<file path="src/rtl/day_of_year_decoder_if.sv">
// Handshake and data bundle for the day-of-year to month/day decoder.
// The master drives the start request; the slave returns status and BCD results.
interface day_of_year_decoder_if;
  logic        start;
  logic [11:0] doy_bcd;
  logic        leap;
  logic        busy;
  logic        done;
  logic        valid;
  logic        err;
  logic [7:0]  month_bcd;
  logic [7:0]  dom_bcd;

  modport master (
    output start, doy_bcd, leap,
    input  busy, done, valid, err, month_bcd, dom_bcd
  );

  modport slave (
    input  start, doy_bcd, leap,
    output busy, done, valid, err, month_bcd, dom_bcd
  );
endinterface

</file>
<file path="src/rtl/day_of_year_decoder.sv">
// Converts a BCD day-of-year into BCD month and day-of-month by subtracting
// one month length per clock until the remainder fits in the current month.
module day_of_year_decoder (
  input logic                  clk,
  input logic                  reset,
  day_of_year_decoder_if.slave bus
);

  typedef enum logic [1:0] {StIdle, StLoad, StWalk, StDone} state_e;

  state_e      state_q, state_d;
  logic [11:0] doy_q, doy_d;
  logic        leap_q, leap_d;
  logic [8:0]  rem_q, rem_d;
  logic [3:0]  mon_q, mon_d;
  logic        valid_q, valid_d;
  logic        err_q, err_d;
  logic [7:0]  month_q, month_d;
  logic [7:0]  dom_q, dom_d;

  logic [10:0] doy_bin;
  logic        digit_bad;
  logic [8:0]  doy_max;
  logic [4:0]  len;

  function automatic logic [4:0] month_len(input logic [3:0] mon, input logic lp);
    case (mon)
      4'd2:                    month_len = lp ? 5'd29 : 5'd28;
      4'd4, 4'd6, 4'd9, 4'd11: month_len = 5'd30;
      default:                 month_len = 5'd31;
    endcase
  endfunction

  // Values never exceed 31, so the tens digit is at most 3.
  function automatic logic [7:0] to_bcd(input logic [4:0] v);
    logic [3:0] tens;
    logic [4:0] base;
    if (v >= 5'd30) begin
      tens = 4'd3;
      base = 5'd30;
    end else if (v >= 5'd20) begin
      tens = 4'd2;
      base = 5'd20;
    end else if (v >= 5'd10) begin
      tens = 4'd1;
      base = 5'd10;
    end else begin
      tens = 4'd0;
      base = 5'd0;
    end
    to_bcd = {tens, 4'(v - base)};
  endfunction

  // 11 bits so that illegal digits up to 0xF cannot wrap into the legal range.
  assign doy_bin   = 11'(doy_q[11:8]) * 11'd100 + 11'(doy_q[7:4]) * 11'd10 + 11'(doy_q[3:0]);
  assign digit_bad = (doy_q[11:8] > 4'd9) || (doy_q[7:4] > 4'd9) || (doy_q[3:0] > 4'd9);
  assign doy_max   = leap_q ? 9'd366 : 9'd365;
  assign len       = month_len(mon_q, leap_q);

  always_comb begin
    state_d = state_q;
    doy_d   = doy_q;
    leap_d  = leap_q;
    rem_d   = rem_q;
    mon_d   = mon_q;
    valid_d = valid_q;
    err_d   = err_q;
    month_d = month_q;
    dom_d   = dom_q;

    unique case (state_q)
      StIdle: begin
        if (bus.start) begin
          doy_d   = bus.doy_bcd;
          leap_d  = bus.leap;
          state_d = StLoad;
        end
      end
      StLoad: begin
        rem_d = doy_bin[8:0];
        mon_d = 4'd1;
        if (digit_bad || doy_bin == 11'd0 || doy_bin > {2'b00, doy_max}) begin
          valid_d = 1'b0;
          err_d   = 1'b1;
          state_d = StDone;
        end else begin
          state_d = StWalk;
        end
      end
      StWalk: begin
        if (rem_q > {4'd0, len}) begin
          rem_d = rem_q - {4'd0, len};
          mon_d = mon_q + 4'd1;
        end else begin
          valid_d = 1'b1;
          err_d   = 1'b0;
          month_d = to_bcd({1'b0, mon_q});
          dom_d   = to_bcd(rem_q[4:0]);
          state_d = StDone;
        end
      end
      StDone: begin
        state_d = StIdle;
      end
      default: begin
        state_d = StIdle;
      end
    endcase
  end

  always_ff @(posedge clk or negedge reset) begin
    if (!reset) begin
      state_q <= StIdle;
      doy_q   <= 12'h000;
      leap_q  <= 1'b0;
      rem_q   <= 9'd0;
      mon_q   <= 4'd1;
      valid_q <= 1'b0;
      err_q   <= 1'b0;
      month_q <= 8'h01;
      dom_q   <= 8'h01;
    end else begin
      state_q <= state_d;
      doy_q   <= doy_d;
      leap_q  <= leap_d;
      rem_q   <= rem_d;
      mon_q   <= mon_d;
      valid_q <= valid_d;
      err_q   <= err_d;
      month_q <= month_d;
      dom_q   <= dom_d;
    end
  end

  assign bus.busy      = (state_q == StLoad) || (state_q == StWalk);
  assign bus.done      = (state_q == StDone);
  assign bus.valid     = valid_q;
  assign bus.err       = err_q;
  assign bus.month_bcd = month_q;
  assign bus.dom_bcd   = dom_q;

endmodule
</file>
<file path="src/flat_wrapper.sv">
// flat-port wrapper written by rule: the top's interface ports become plain ports
module day_of_year_decoder_flat 
  (clk, reset, bus_start, bus_doy_bcd, bus_leap, bus_busy, bus_done, bus_valid, bus_err, bus_month_bcd, bus_dom_bcd);
  day_of_year_decoder_if bus_i ();
  input logic clk;
  input logic reset;
  input wire logic [$bits(bus_i.start)-1:0] bus_start;
  input wire logic [$bits(bus_i.doy_bcd)-1:0] bus_doy_bcd;
  input wire logic [$bits(bus_i.leap)-1:0] bus_leap;
  output wire logic [$bits(bus_i.busy)-1:0] bus_busy;
  output wire logic [$bits(bus_i.done)-1:0] bus_done;
  output wire logic [$bits(bus_i.valid)-1:0] bus_valid;
  output wire logic [$bits(bus_i.err)-1:0] bus_err;
  output wire logic [$bits(bus_i.month_bcd)-1:0] bus_month_bcd;
  output wire logic [$bits(bus_i.dom_bcd)-1:0] bus_dom_bcd;
  assign bus_i.start = bus_start;
  assign bus_i.doy_bcd = bus_doy_bcd;
  assign bus_i.leap = bus_leap;
  assign bus_busy = bus_i.busy;
  assign bus_done = bus_i.done;
  assign bus_valid = bus_i.valid;
  assign bus_err = bus_i.err;
  assign bus_month_bcd = bus_i.month_bcd;
  assign bus_dom_bcd = bus_i.dom_bcd;
  day_of_year_decoder u_core (.clk(clk), .reset(reset), .bus(bus_i));
endmodule
</file>
<file path="config.mk">
export PLATFORM = sky130hd
export DESIGN_NAME = day_of_year_decoder_flat
export DESIGN_NICKNAME = d
export VERILOG_FILES = /design/src/rtl/day_of_year_decoder_if.sv /design/src/rtl/day_of_year_decoder.sv /design/src/flat_wrapper.sv
export SDC_FILE = /design/constraint.sdc
export NUM_CORES = 1
export LEC_CHECK = 0
export ABC_AREA = 0
export BUFFER_PORTS_ARGS = -buffer_cell sky130_fd_sc_hd__buf_2
export CAP_MARGIN = 15
export CORE_MARGIN = 2
export CORE_UTILIZATION = 25
export DETAILED_ROUTE_END_ITERATION = 12
export PLACE_DENSITY = 0.51
export SLEW_MARGIN = 20
export SYNTH_ARGS = -nofsm -noshare
export SYNTH_HDL_FRONTEND = slang
export SYNTH_SLANG_ARGS = --single-unit
</file>
<file path="constraint.sdc">
create_clock -name clk -period 4.5 [get_ports clk]
set_input_delay 0.9 -clock clk [delete_from_list [all_inputs] [get_ports clk]]
set_output_delay 0.9 -clock clk [all_outputs]
set_load 0.01 [all_outputs]
</file>
==> flow_summary.json, run 1 <==
{
  "status": "finished, final reports clean",
  "portBuffers": 30,
  "hold_path_class": "reg -> reg",
  "regArea_sq_um": 1030,
  "antenna_found_initial": 0,
  "dieArea_sq_um": 13600,
  "fin_crit_ps": 3810,
  "dieHeight_um": 117,
  "start_util_pct": 25.4,
  "crit_path_start_kind": "flop",
  "numCtsBuffers": 5,
  "ys_ff_latch": 41,
  "grt_start_max_net_pins": 42,
  "rsz0062_at_grt": "false",
  "cts-htree-levels": 2,
  "ys_warn_count": 0,
  "vias": 2369,
  "yosysUniqueCellTypes": 57,
  "synth_area_leaders": "dfrtp_1, ha_1, mux2_2, o21ai_0, fa_1",
  "wl_per_cell_um": 12.4,
  "post-cts-setup-buffer-count": 0,
  "dr.pass1.iters": 4,
  "crit_buf_inv": 0,
  "avgSynthCellArea_sq_um": 9.63,
  "cts_hold_buf": 0,
  "multi_input_area_sq_um": 1990,
  "final_antenna_net_count": 0,
  "fillCellCount": 1344,
  "path_delay_family": "adder cells",
  "io_pins": 36,
  "grtUsageTotal_pct": 10.6,
  "row_count": 41,
  "final_nets": 426,
  "yosysTopAreaCellShare_pct": 29.9,
  "synth_common_cells": "ha_1, dfrtp_1, nand2_1, o21ai_0, inv_1",
  "setup_viol": 0,
  "hold_violations": 0,
  "cp.required_ps": 4670,
  "slew_headroom_pct": 44.9,
  "regToRegStartpoint": "u_core.doy_q[5]",
  "worstSetupPathType": "reg -> reg",
  "min-delay-start": "u_core.bus.dom_bcd[3]",
  "clockBufferDepth": 2,
  "cts_tree": "built",
  "grt_pass1_vias": 2384,
  "routed_wl_mm": 6.61,
  "place_congestion": 0.815,
  "crit_path_frequent_cell": "ha_1",
  "antenna_cells": 0,
  "clockRootBuffer": "clkbuf_16",
  "numClockSinks": 41,
  "die_x_um": 117,
  "drc": 0,
  "setup_tns_ps": 0,
  "slowest_delay_ps": 420,
  "clock_skew_ps": 8.12,
  "tightestPinTransition_ps": 827,
  "startpoint": "u_core.doy_q[5]",
  "core_area_sq_um": 12500,
  "cp_slowest_cell": "dfrtp_1",
  "synth-edff-count": 0,
  "timing.fmax_mhz": 263,
  "syn_to_final_growth_pct": 15.6,
  "cap_violations": 0,
  "synth_top_cell_by_area": "dfrtp_1",
  "synthCells": 330,
  "drive_gt1_share_pct": 18.1,
  "drv_slew": 0,
  "end_kind": "flop",
  "path_cells": "ha_1 > ha_1 > fa_1 > xor2_1 > ha_1 > ha_1 > nor2b_1 > a221oi_1 > o311ai_1 > a31oi_1 > o221ai_1 > or2_1 > o311a_1",
  "drtIter0Drc": 88,
  "ys_seq_area_share_pct": 32.4,
  "overflow": 0,
  "async_reset_ff_share_pct": 100,
  "critPathMaxFanout": 6,
  "synth_most_common_cell": "ha_1",
  "arrival_ps": 3980,
  "syn_area_sq_um": 3180,
  "vias_per_cell": 4.45,
  "dp_hpwl_mm": 5.25,
  "clock_latency_ps": 290,
  "cts_resized": 0,
  "grt_pass1_wl_mm": 11.4,
  "synth_ff_type": "dfrtp_1",
  "period_share_pct": 84.7,
  "clk_pin_slew_ps": 60
}
## sequential cells by signal (all words and copies together) (netlist names)
register	cells
u_core.doy_q	12
u_core.rem_q	9
u_core.bus.dom_bcd	6
u_core.bus.month_bcd	5
u_core.mon_q	4
u_core.state_q	2
u_core.bus.err	1
u_core.bus.valid	1
u_core.leap_q	1
## worst register-to-register path, cell delays in order (launching register included)
cell,delay [ps]
dfrtp_1,420
ha_1,310
ha_1,230
fa_1,390
xor2_1,160
ha_1,300
ha_1,380
nor2b_1,180
a221oi_1,250
o311ai_1,190
a31oi_1,180
o221ai_1,160
or2_1,260
o311a_1,300
## per-layer routing
layer  global-route usage [%]  vias up  part of all wire (%)
met5                        0        -                     0
met4                     2.35        0                  0.92
met3                     2.65        7                   3.3
met2                     17.3       32                    45
met1                     14.2     1110                    50
li1                         -     1220                     -
## worst paths after layout
check                                        endpoint  slack, ps  cells past startpoint
min in group asynchronous       u_core.bus.dom_bcd[5]        590                      1
worst max-delay path                 u_core.bus.valid        690                     13
worst max register to register       u_core.bus.valid        690                     13
max in group asynchronous             u_core.doy_q[6]       3510                      1
worst min register to register  u_core.bus.dom_bcd[3]        470                      2
worst min-delay path            u_core.bus.dom_bcd[3]        470                      2
## cells in the final DEF, fill, tap and decap left out, types with 3 or more instances in the layout
| cell type | instances |
|---|---|
| ha_1 | 44 |
| dfrtp_1 | 38 |
| o21ai_0 | 29 |
| nand2_1 | 29 |
| buf_2 | 29 |
| inv_1 | 28 |
| mux2_2 | 18 |
| a21oi_1 | 16 |
| nor2_1 | 16 |
| nor2b_1 | 9 |
| nor3_1 | 7 |
| fa_1 | 7 |
| xor2_1 | 5 |
| a211oi_1 | 5 |
| xnor2_1 | 5 |
| conb_1 | 5 |
| clkbuf_16 | 5 |
| nor3b_1 | 4 |
| a31oi_1 | 4 |
| o31ai_1 | 3 |
| o311ai_1 | 3 |
| dfstp_2 | 3 |
## cell families after synthesis
family | after synthesis | synth area share, %
AOI/OAI and AO/OA | 81 | 16.9
buffers and inverters | 40 | 5.31
muxes | 19 | 6.69
other | 1 | 0.118
xor gates and xnor gates | 10 | 2.76
adders and majority gates | 53 | 22.4
DFF | 41 | 32.4
and+or+nand+nor | 85 | 13.5
## layout make-up
type / count / area share, %
inverter: 28 / 2.86
timing repair buffer: 30 / 4.16
clock inverter: 2 / 1.02
tap: 172 / 5.86
multi-input combinational: 253 / 54.3
sequential: 41 / 28.0
clock buffer: 6 / 3.78
## stage by stage
stage / cell area [sq um] / utilization [%] / worst slack, ps / instances / hold slack [ps]
floorplan: 3190 / - / 942 / 334 / 464
global placement: 3490 / 27.9 / 782 / 524 / 460
detailed placement: 3490 / 27.9 / 718 / 524 / 465
CTS: 3670 / 29.3 / 680 / 532 / 480
global route: 3670 / 29.3 / 375 / 532 / 493
finish: 3670 / 29.3 / 691 / 532 / 473
Power of run 1 is not shown: default switching activity piles up to over one toggle a cycle in this logic, so the estimate is an artifact.
==> run 2: changes to the inputs <==
- clock period: 4.5 -> 3.85 ns (I/O delays scaled with it)
==> flow_summary.json, run 2 (synthesized netlist as in run 1, its figures left out) <==
{
  "clock_skew_ps": 4.92,
  "grt_start_max_net_pins": 42,
  "overflow": 0,
  "clock_latency_ps": 290,
  "largest_register": "u_core.doy_q",
  "fillCellCount": 1330,
  "grt_pass1_vias": 2412,
  "slew_headroom_pct": 36.8,
  "antenna_cells": 0,
  "wl_per_cell_um": 12.6,
  "drv_slew": 0,
  "cp_num_cells": 14,
  "row_count": 41,
  "drive_gt1_share_pct": 21.3,
  "rsz0062_at_grt": "false",
  "cap_violations": 0,
  "routed_wl_mm": 6.81,
  "period_share_pct": 96.0,
  "crit_path_start_kind": "flop",
  "arrival_ps": 3870,
  "numCtsBuffers": 5,
  "drtIter0Drc": 113,
  "min-delay-start": "u_core.bus.dom_bcd[3]",
  "cp_slowest_cell": "dfrtp_1",
  "start_util_pct": 25.4,
  "cts-htree-levels": 2,
  "cts_hold_buf": 0,
  "largest_reg_flops": 12,
  "numClockSinks": 41,
  "path_cells": "ha_1 > ha_2 > fa_1 > xor2_1 > ha_1 > ha_1 > buf_4 > nor3b_1 > a221oi_1 > o311ai_2 > a31oi_1 > o221ai_2 > or2_1 > o311a_1",
  "fin_crit_ps": 3700,
  "hold_violations": 0,
  "final_antenna_net_count": 0,
  "timing.fmax_mhz": 271,
  "status": "finished, final reports clean",
  "drc": 0,
  "reg2reg_to": "u_core.bus.valid",
  "clk_pin_slew_ps": 60,
  "dr.pass1.iters": 4,
  "reg2reg_slack_ps": 150,
  "core_area_sq_um": 12500,
  "cts_tree": "built",
  "tightestPinTransition_ps": 948,
  "antenna_found_initial": 0,
  "grtUsageTotal_pct": 10.8,
  "final_cell_mix": "ha_1, dfrtp_1, buf_2",
  "setup_tns_ps": 0,
  "regToRegStartpoint": "u_core.doy_q[7]",
  "r2r_cells": 14,
  "portBuffers": 30,
  "layout_commonest_cell": "ha_1",
  "end_kind": "flop",
  "path_delay_family": "adder cells",
  "die_x_um": 117,
  "dp_hpwl_mm": 5.33,
  "clockRootBuffer": "clkbuf_16",
  "clockBufferDepth": 2,
  "crit_path_frequent_cell": "ha_1",
  "dieArea_sq_um": 13600,
  "critPathMaxFanout": 5,
  "slowest_delay_ps": 420,
  "vias_per_cell": 4.55,
  "holdPathStages": 2,
  "hold_path_end": "u_core.bus.dom_bcd[3]",
  "place_congestion": 0.792,
  "grt_pass1_wl_mm": 11.6,
  "cp.required_ps": 4020,
  "final_nets": 433,
  "worstSetupPathType": "reg -> reg",
  "io_pins": 36,
  "hold_path_class": "reg -> reg",
  "setup_viol": 0,
  "vias": 2452,
  "crit_buf_inv": 1,
  "dieHeight_um": 117,
  "syn_to_final_growth_pct": 18.3
}
==> run 2: changes by cell type in the layout (fill, tap and decap cells not counted), moves of 2 or more <==
cell      delta
o311ai_1     -2
o311ai_2     +2
ha_1         -2
buf_4        +6
==> run 2: cell type report <==
class | instances | area (sq um) | share of cell area (%)
clock buffers | 6 | 139 | 3.69
clock inverters | 2 | 37.5 | 0.998
inverters | 28 | 105 | 2.79
multi-input cells | 253 | 2030 | 54.0
flip-flops and latches | 41 | 1030 | 27.4
well taps | 172 | 215 | 5.72
repair buffers | 37 | 203 | 5.39
==> run 2: metal layers <==
metal | part of all wire (%) | global-route usage (%) | vias to the layer above | routed length [um]
met5 | 0 | 0 | - | 0
met4 | 0.87 | 2.98 | 0 | 59
met3 | 3.3 | 2.70 | 5 | 223
met2 | 46 | 17.7 | 33 | 3160
met1 | 49 | 14.2 | 1177 | 3360
li1 | - | - | 1237 | -
==> run 2: how the worst max path moves through the flow <==
stage | start | endpoint
6_report | u_core.doy_q[7] | u_core.bus.valid
5_1_grt | u_core.doy_q[7] | u_core.bus.valid
4_1_cts | u_core.doy_q[5] | u_core.bus.valid
3_5_place_dp | u_core.doy_q[5] | u_core.bus.valid
3_3_place_gp | u_core.doy_q[5] | u_core.bus.valid
2_1_floorplan | u_core.doy_q[5] | u_core.bus.valid
==> run 2: repair_timing <==
item                       CTS  global route
setup buffers                0             4
setup endpoints to repair    0             3
gates resized for setup      0             6
==> run 2: worst register-to-register path, stage by stage (launching register included) <==
cell	delay (ps)
dfrtp_1	420
ha_1	300
ha_2	200
fa_1	370
xor2_1	160
ha_1	300
ha_1	290
buf_4	140
nor3b_1	50
a221oi_1	260
o311ai_2	200
a31oi_1	220
o221ai_2	130
or2_1	260
o311a_1	280
==> run 2: through the flow <==
stage | util [%] | instance area [sq um] | hold slack, ps | worst slack (ps) | instances
3_5_place_dp | 28.1 | 3520 | 467 | 109 | 527
5_1_grt | 30.0 | 3760 | 513 | 1.82 | 539
3_3_place_gp | 28.1 | 3520 | 459 | 167 | 527
4_1_cts | 29.5 | 3690 | 481 | 78.3 | 535
6_report | 30.0 | 3760 | 475 | 155 | 539
2_1_floorplan | - | 3190 | 464 | 292 | 334
Power of run 2 is left out for the same reason.
